[config.mk]
export PLATFORM = sky130hd
export DESIGN_NAME = score_seg_scan
export DESIGN_NICKNAME = d
export VERILOG_FILES = /design/src/rtl/score_disp_pkg.sv /design/src/rtl/bcd_to_seg7.sv /design/src/rtl/score_seg_scan.sv
export SDC_FILE = /design/constraint.sdc
export NUM_CORES = 1
export LEC_CHECK = 0
export BUFFER_PORTS_ARGS = -buffer_cell sky130_fd_sc_hd__buf_2
export CORE_MARGIN = 1
export CORE_UTILIZATION = 25
export DETAILED_ROUTE_END_ITERATION = 10
export PLACE_DENSITY = 0.52
export SETUP_SLACK_MARGIN = 0.5
export SLEW_MARGIN = 25
export SYNTH_ARGS = -nofsm -noshare
export SYNTH_HDL_FRONTEND = slang
export SYNTH_SLANG_ARGS = --single-unit
[constraint.sdc]
create_clock -name clk -period 6.3 [get_ports clk]
set_input_delay 0.63 -clock clk [delete_from_list [all_inputs] [get_ports clk]]
set_output_delay 0.63 -clock clk [all_outputs]
set_load 0.05 [all_outputs]
[src/rtl/score_disp_pkg.sv]
// Shared constants for the score display path: digit geometry and
// active-high 7-segment patterns in {g,f,e,d,c,b,a} order.
package score_disp_pkg;

  localparam int NUM_DIGITS = 8;
  localparam int BCD_W      = 4;

  localparam logic [6:0] SEG_0    = 7'h3F;
  localparam logic [6:0] SEG_1    = 7'h06;
  localparam logic [6:0] SEG_2    = 7'h5B;
  localparam logic [6:0] SEG_3    = 7'h4F;
  localparam logic [6:0] SEG_4    = 7'h66;
  localparam logic [6:0] SEG_5    = 7'h6D;
  localparam logic [6:0] SEG_6    = 7'h7D;
  localparam logic [6:0] SEG_7    = 7'h07;
  localparam logic [6:0] SEG_8    = 7'h7F;
  localparam logic [6:0] SEG_9    = 7'h6F;
  localparam logic [6:0] SEG_DASH = 7'h40;
  localparam logic [6:0] SEG_OFF  = 7'h00;

endpackage

[src/rtl/bcd_to_seg7.sv]
// Combinational BCD nibble to active-high 7-segment decoder.
// Non-BCD codes show a dash; blank overrides everything.
module bcd_to_seg7
  import score_disp_pkg::*;
(
  input  logic [BCD_W-1:0] nibble,
  input  logic             blank,
  output logic [6:0]       seg
);

  always_comb begin
    seg = SEG_DASH;
    if (blank) begin
      seg = SEG_OFF;
    end else begin
      case (nibble)
        4'd0:    seg = SEG_0;
        4'd1:    seg = SEG_1;
        4'd2:    seg = SEG_2;
        4'd3:    seg = SEG_3;
        4'd4:    seg = SEG_4;
        4'd5:    seg = SEG_5;
        4'd6:    seg = SEG_6;
        4'd7:    seg = SEG_7;
        4'd8:    seg = SEG_8;
        4'd9:    seg = SEG_9;
        default: seg = SEG_DASH;
      endcase
    end
  end

endmodule

[src/rtl/score_seg_scan.sv]
// Scans an 8-digit packed-BCD score onto a multiplexed common-anode display,
// taking a tear-free snapshot of the score at the start of every frame.
module score_seg_scan
  import score_disp_pkg::*;
#(
  parameter int SCAN_DIV       = 50000,
  parameter bit SEG_ACTIVE_LOW = 1'b1,
  parameter bit AN_ACTIVE_LOW  = 1'b1
) (
  input  logic                        clk,
  input  logic                        clr_n,
  input  logic [NUM_DIGITS*BCD_W-1:0] score_bcd,
  input  logic                        blank_lz,
  output logic [6:0]                  seg,
  output logic                        dp,
  output logic [NUM_DIGITS-1:0]       an,
  output logic                        frame_done
);

  localparam int PW = $clog2(SCAN_DIV);
  localparam logic [6:0]            SEG_INACT = {7{SEG_ACTIVE_LOW}};
  localparam logic [NUM_DIGITS-1:0] AN_INACT  = {NUM_DIGITS{AN_ACTIVE_LOW}};

  logic [PW-1:0]               presc_reg;
  logic [2:0]                  idx_reg, idx_next;
  logic [NUM_DIGITS*BCD_W-1:0] snap_reg, snap_next;
  logic [NUM_DIGITS-1:0]       lz_reg, lz_next, lz_calc;
  logic [6:0]                  seg_reg, seg_hi;
  logic [NUM_DIGITS-1:0]       an_reg;
  logic                        fd_reg;
  logic                        tick, wrap;
  logic [BCD_W-1:0]            nib;

  assign tick     = (presc_reg == PW'(SCAN_DIV - 1));
  assign wrap     = tick && (idx_reg == 3'd7);
  assign idx_next = (idx_reg == 3'd7) ? 3'd0 : 3'(idx_reg + 3'd1);

  // A digit blanks only if it and every more significant nibble are zero.
  assign lz_calc[0] = 1'b0;
  generate
    for (genvar gi = 1; gi < NUM_DIGITS; gi++) begin : g_lz
      assign lz_calc[gi] = blank_lz &&
                           (score_bcd[NUM_DIGITS*BCD_W-1:BCD_W*gi] == '0);
    end
  endgenerate

  // The digit shown after a frame-start tick must come from the new snapshot.
  always_comb begin
    snap_next = snap_reg;
    lz_next   = lz_reg;
    if (wrap) begin
      snap_next = score_bcd;
      lz_next   = lz_calc;
    end
  end

  assign nib = snap_next[{idx_next, 2'b00} +: BCD_W];

  bcd_to_seg7 u_dec (
    .nibble (nib),
    .blank  (lz_next[idx_next]),
    .seg    (seg_hi)
  );

  always_ff @(posedge clk or negedge clr_n) begin
    if (!clr_n) begin
      presc_reg <= '0;
      idx_reg   <= 3'd7;
      snap_reg  <= '0;
      lz_reg    <= '0;
      seg_reg   <= SEG_INACT;
      an_reg    <= AN_INACT;
      fd_reg    <= 1'b0;
    end else begin
      presc_reg <= tick ? '0 : PW'(presc_reg + 1'b1);
      fd_reg    <= wrap;
      if (tick) begin
        idx_reg  <= idx_next;
        snap_reg <= snap_next;
        lz_reg   <= lz_next;
        seg_reg  <= seg_hi ^ SEG_INACT;
        an_reg   <= (NUM_DIGITS'(1) << idx_next) ^ AN_INACT;
      end
    end
  end

  assign seg        = seg_reg;
  assign an         = an_reg;
  assign dp         = SEG_ACTIVE_LOW;
  assign frame_done = fd_reg;

endmodule

# Word-level counts from Yosys, hierarchy flattened

Memories as Yosys holds them, arrays and structs flattened.
Cells that the tools add are included.

Output and inout bits: 17
Input bits: 35
Memories: 1
Bits in latches: 0
Register bits: 75
Word-level logic and storage cells: 39
ROM bits: 112
RAM bits: 0

Memory list:

| name            | words | bits a word | read ports | clocked after memory_dff | wr ports | line              | source |
|---|---|---|---|---|---|---|---|
| (no name shown) | 16    | 7           | 1          | 0                        | 0        | bcd_to_seg7.sv:16 | `case (nibble)` |

Magnitude comparators: 1
Shift operators: 2
Multipliers: 0
Muxes and demuxes: 7
Bitwise logic cells: 2
Add/sub/neg operators: 2
Equality and inequality tests: 2
Div/mod/pow operators: 0
Reductions and logical operators: 15

Operator list:

| operator                | count |
|---|---|
| $mux W32                | 1 |
| $shiftx A32 B6 Y4       | 1 |
| $logic_not A28 Y1       | 1 |
| $logic_not A24 Y1       | 1 |
| $logic_not A20 Y1       | 1 |
| $add A16 B1 Y16 const B | 1 |
| $eq A16 B16 Y1 const B  | 1 |
| $logic_not A16 Y1       | 1 |
| $mux W16                | 1 |
| $logic_not A12 Y1       | 1 |
| $logic_and A1 B1 Y1     | 8 |
| $logic_not A8 Y1        | 1 |
| $mux W8                 | 1 |
| $not A8 Y8              | 1 |
| $shl A1 B3 Y8 const A   | 1 |
| $mux W7                 | 1 |
| $not A7 Y7              | 1 |
| $logic_not A4 Y1        | 1 |
| $lt A3 B4 Y1 const B    | 1 |
| $add A3 B1 Y3 const B   | 1 |
| $bmux W1 S3             | 1 |
| $eq A3 B3 Y1 const B    | 1 |
| $mux W3                 | 1 |
| $mux W1                 | 1 |

# Depth between registers and ports, before layout

Depth after elaboration: 7
Depth in mapped cells: 13
Gate-level depth less buffers: 12

# Cells and area by module

Synthesis repeated with hierarchy kept, for this count alone.

Cell total of the unflattened synthesis: 368
Area, all modules: 3,659.8 µm²

Modules (own cells, without submodules):

| module         | area each (µm²) | instances | cells an instance | seq. area each (µm²) |
|---|---|---|---|---|
| score_seg_scan | 3,445.8         | 1         | 335               | 1,899.3 |
| bcd_to_seg7    | 214.0           | 1         | 33                | 0.0 |

# Least setup slack after synthesis

Ideal clock, no wire load.

Path kind: reg2reg
From: reg presc_reg[11]
To: reg seg_reg[5], in the netlist seg[5]
Buffers on the path: 2
Data required time: 6,209 ps
Arrival time: 3,137 ps
Path slack: 3,073 ps
Stages on the path, launching flop included: 12
Clock period less this slack: 3,227 ps
Library setup time: 91 ps
Cell sequence: dfrtp_1 or4b_1 buf_6 or4_1 buf_2 mux2i_1 o32ai_1 inv_1 ha_1 nand2b_1 nor3_1 nor3_1

Longest elaborated chain between the ends: 7
Elaborated cells between the ends (all ways): 10
Those cells by class: eq/ne (1); shift (1); mux (5); bitwise (1); reduce/logical (1); memory (1)

RTL lines:

| item                                                    | line                                       | source |
|---|---|---|
| start, declared                                         | score_seg_scan.sv:24                       | `logic [PW-1:0] presc_reg;` |
| start signal, assigned                                  | score_seg_scan.sv:75                       | `presc_reg <= tick ? '0 : PW'(presc_reg + 1'b1);` |
| $eq A16 B16 Y1 *                                        | score_seg_scan.sv:34                       | `assign tick = (presc_reg == PW'(SCAN_DIV - 1));` |
| $logic_and A1 B1 Y1                                     | score_seg_scan.sv:35                       | `assign wrap = tick && (idx_reg == 3'd7);` |
| $mux W32 / $mux W8 (equally long branches)              | score_seg_scan.sv:51                       | `if (wrap) begin` |
| $shiftx A32 B6 Y4 / $bmux W1 S3 (equally long branches) | score_seg_scan.sv:57, score_seg_scan.sv:61 |  |
| $mem_v2 Z16 W7 / $mux W1 (equally long branches)        | -                                          |  |
| $mux W7                                                 | bcd_to_seg7.sv:13                          | `if (blank) begin` |
| $not A7 Y7 (no source line)                             | -                                          |  |
| end signal, assigned                                    | score_seg_scan.sv:81                       | `seg_reg <= seg_hi ^ SEG_INACT;` |
| end, declared                                           | score_seg_scan.sv:28                       | `logic [6:0] seg_reg, seg_hi;` |

Every way passes the cells marked *; elsewhere a longest branch is shown, timed or not. The select of a mux whose other input is x is not followed.
A chain may end at the register's enable or synchronous reset.

# Worst setup path in the final report

From: reg idx_reg[0]
To: reg seg_reg[5], in the netlist seg[5]

Longest elaborated chain between the ends: 7
Elaborated cells between the ends (all ways): 12
Those cells by class: add/sub (1); eq/ne (1); shift (1); mux (6); bitwise (1); reduce/logical (1); memory (1)

RTL lines:

| item                                                   | line                 | source |
|---|---|---|
| start, declared                                        | score_seg_scan.sv:25 | `logic [2:0] idx_reg, idx_next;` |
| start signal, assigned                                 | score_seg_scan.sv:78 | `idx_reg <= idx_next;` |
| branches (longest 5 deep; another with $mem_v2 Z16 W7) | -                    |  |
| $mux W7 *                                              | bcd_to_seg7.sv:13    |  |
| $not A7 Y7 (no source line) *                          | -                    |  |

Mark *: on every way between the ends. The select of a mux whose other input is x is not followed.

==> impl_metrics.csv <==
group,metric,value,unit
status,status,"finished clean",
yosys,yosys.area.top_type,"dfrtp_1",
timing,skew,8.80,ps
timing,setup_viol,0,
yosys,syn_inst,414,
clock_tree,ctsResizeCount,0,
yosys,ys.flop_type,"dfrtp_1",
min_path,hp-class,"input port to asynchronous set/reset pin",
critical_path,cp_top_family,"simple AND/OR/NAND/NOR gates",
power,vdd.ir_drop.worst,0.107,mV
critical_path,reg2reg_depth,12,
timing,min_period,4920,ps
critical_path,worstPathArrival,5170,ps
critical_path,cp.required,6550,ps
detailed_routing,vias,3093,
floorplan,die-height,127,um
yosys,syn_avg_cell_area,9.44,um2
placement,hpwl,6.97,mm
clock_tree,cts_buffers,9,
critical_path,r2r_start,"idx_reg[0]",
floorplan,chipWidth,127,um
placement,dpl-instance-area,0.00433,mm2
final_layout,final_cells,676,
clock_tree,cts.htree.levels,3,
detailed_routing,wl_per_cell,14.3,um
critical_path,path_cells,"ha_1 -> ha_1 -> nand4_1 -> or4_1 -> buf_4 -> mux2i_1 -> o32ai_1 -> inv_1 -> ha_1 -> nand2b_1 -> nor3_1 -> nor3_1",
final_layout,largest_reg_flops,32,
power,power_frac_seq,0.425,
timing,fin_crit_sh,0.781,
floorplan,start_util,0.256,
yosys,synth_edf_count,0,
timing,fin_hold_ws,392,ps
detailed_routing,first_pass_iters,4,
timing,slew_violations,0,
critical_path,r2r_slack,1380,ps
placement,port_buffers,50,
placement,dp_slack,1500,ps
detailed_routing,met3_length,474,um
critical_path,critPathBufInv,2,
power,p_switching,232,uW
timing,tightest_slew,868,ps
yosys,ys_ff_latch,75,
critical_path,critPathMaxStageDelay,830,ps
critical_path,worstReg2RegEnd,"seg[5]",
power,switching_share,0.202,
critical_path,crit_path_end_kind,"register",
final_layout,stdcell_area,0.00470,mm2
detailed_routing,wl_met2,4.43,mm
grt,grt_pass1_vias,3183,
clock_tree,insertion_delay,340,ps
detailed_routing,ant_nets,0,
run,maxCapViolCount,0,
yosys,syn_nets,457,
clock_tree,cts_tree,"built",
yosys,synth_most_common_cell,"nand2_1",
critical_path,crit_path_end,"seg[5]",
timing,timing.fmax,0.203,GHz
detailed_routing,met1_length,4.65,mm
critical_path,path_common_cell,"ha_1",
detailed_routing,top_layer,"met4",
critical_path,worstSetupPathType,"register to register",
clock_tree,cts_setup_buffers,0,
timing,hold_viol_final,0,
yosys,syn_area,0.00391,mm2
yosys,synth_cell_types,56,
clock_tree,cts_buffer_depth,2,
critical_path,startpoint,"idx_reg[0]",
clock_tree,clk_pin_slew,60,ps
critical_path,worstSetupStartpointType,"register",
detailed_routing,viasPerCell,4.58,
timing,setup_tns,0,ps
grt,grt_pass1_wl,16.3,mm
grt,antenna_found_initial,0,
critical_path,cp_slowest_cell,"or4_1",
power,p_int,920,uW
yosys,synth_top_area_frac,0.365,
clock_tree,root_buffer,"clkbuf_16",
power,total_power,1.15,mW
power,leakage,2.14,nW
clock_tree,clkSinkCount,75,
final_layout,drive_gt1_frac,0.239,
timing,rsz0062_at_grt,"no",
power,pwr-share-clk,0.536,
floorplan,std_cell_rows,45,
detailed_routing,drc,0,
floorplan,die-area,0.0161,mm2
power,powerDensity,245,mW/mm2
critical_path,crit_cells,12,
final_layout,layout.nets,503,
yosys,ys_warn_count,0,
detailed_routing,drt-initial-drc-count,238,
yosys,synth_common_cells,"nand2_1, dfrtp_1, nor2_1",
timing,layout_setup_ws,1380,ps
yosys,yosysSeqAreaShare,0.486,
floorplan,core_region_area,0.0153,mm2
power,combPwrFrac,0.039,
final_layout,area_growth,20.4,%
detailed_routing,drt_wl_total,9.69,mm
grt,grt_max_degree,76,
timing,maxSlewHeadroom,0.419,
floorplan,ioPinCount,52,
yosys,synth_area_leaders,"dfrtp_1, dfstp_2, nand2_1, mux2i_1, nor2_1",
grt,grt_overflow,0,
clock_tree,holdBufCountCts,0,
final_layout,diodes,0,
placement,gp_congestion,0.828,
yosys,synthArstFlopShare,1.00,
placement,dp.cells,659,
final_layout,post-route-util,0.308,
critical_path,crit_fanout,22,
grt,grtUsageTotal,0.130,
## placed cells by master (no fill, tap or decap), drive strengths merged, types with 3 or more instances in the layout
| master | netlist | routed |
|---|---|---|
| mux2 | 4 | 4 |
| a21o | 3 | 3 |
| a2111oi | 3 | 3 |
| mux2i | 19 | 19 |
| clkbuf | 11 | 12 |
| nand4 | 3 | 3 |
| o21a | 6 | 6 |
| nand2 | 94 | 94 |
| buf | 9 | 55 |
| a21oi | 6 | 6 |
| xnor2 | 5 | 5 |
| inv | 22 | 22 |
| dfstp | 18 | 18 |
| nor4 | 11 | 11 |
| ha | 8 | 8 |
| o21ai | 21 | 21 |
| nand3 | 15 | 15 |
| dfrtp | 57 | 57 |
| xor2 | 9 | 9 |
| or4 | 4 | 4 |
| nor3 | 16 | 16 |
| bufinv | 0 | 3 |
| nor2 | 34 | 34 |
| a31oi | 9 | 9 |
| and3 | 3 | 3 |
## worst reg2reg max path: cells and delay by family, from the launching register on
family          cells  cell delay, ps
simple gates        5            1560
flops               1             740
mux                 1             160
fa+ha+maj           3            1030
compound gates      1             760
buf+inv             2             570
## power groups by stage
stage / clock network [mW] / registers [mW] / logic (mW)
floorplan: 0 / 0.507 / 0.00800
global placement: 0 / 0.498 / 0.0452
detailed placement: 0 / 0.498 / 0.0457
CTS: 0.635 / 0.490 / 0.0459
global route: 0.655 / 0.490 / 0.0502
finish: 0.617 / 0.490 / 0.0450
## how the worst min path moves through the flow
stage,from,cells after the start,endpoint
detailed placement,presc_reg[0],1,presc_reg[0]
global placement,presc_reg[0],1,presc_reg[0]
CTS,presc_reg[0],1,presc_reg[0]
global route,clr_n,2,snap_reg[16]
finish,clr_n,2,snap_reg[16]
floorplan,clr_n,0,frame_done
## kinds of logic after synthesis
group,Yosys count,share of synthesized area
compound gates,60,0.106
xor+xnor,14,0.0314
fa+ha+maj,8,0.0256
buf+inv,42,0.0522
flops,75,0.486
mux,23,0.0602
other cells,1,0.000959
simple gates,191,0.238
## area by class of cell
type,instances,area (um2)
well taps,211,264
clock inverters,4,95.1
multi-input cells,297,1810
fillers,1615,10600
inverters,22,82.6
clock buffers,12,267
flip-flops and latches,75,1900
repair buffers,55,292
## metal layers
metal	track usage	vias up
met4	0.0483	0
met3	0.0356	14
met1	0.172	1501
met5	0	-
met2	0.202	71
li1	-	1507
Power figures use the tool's default switching activity.
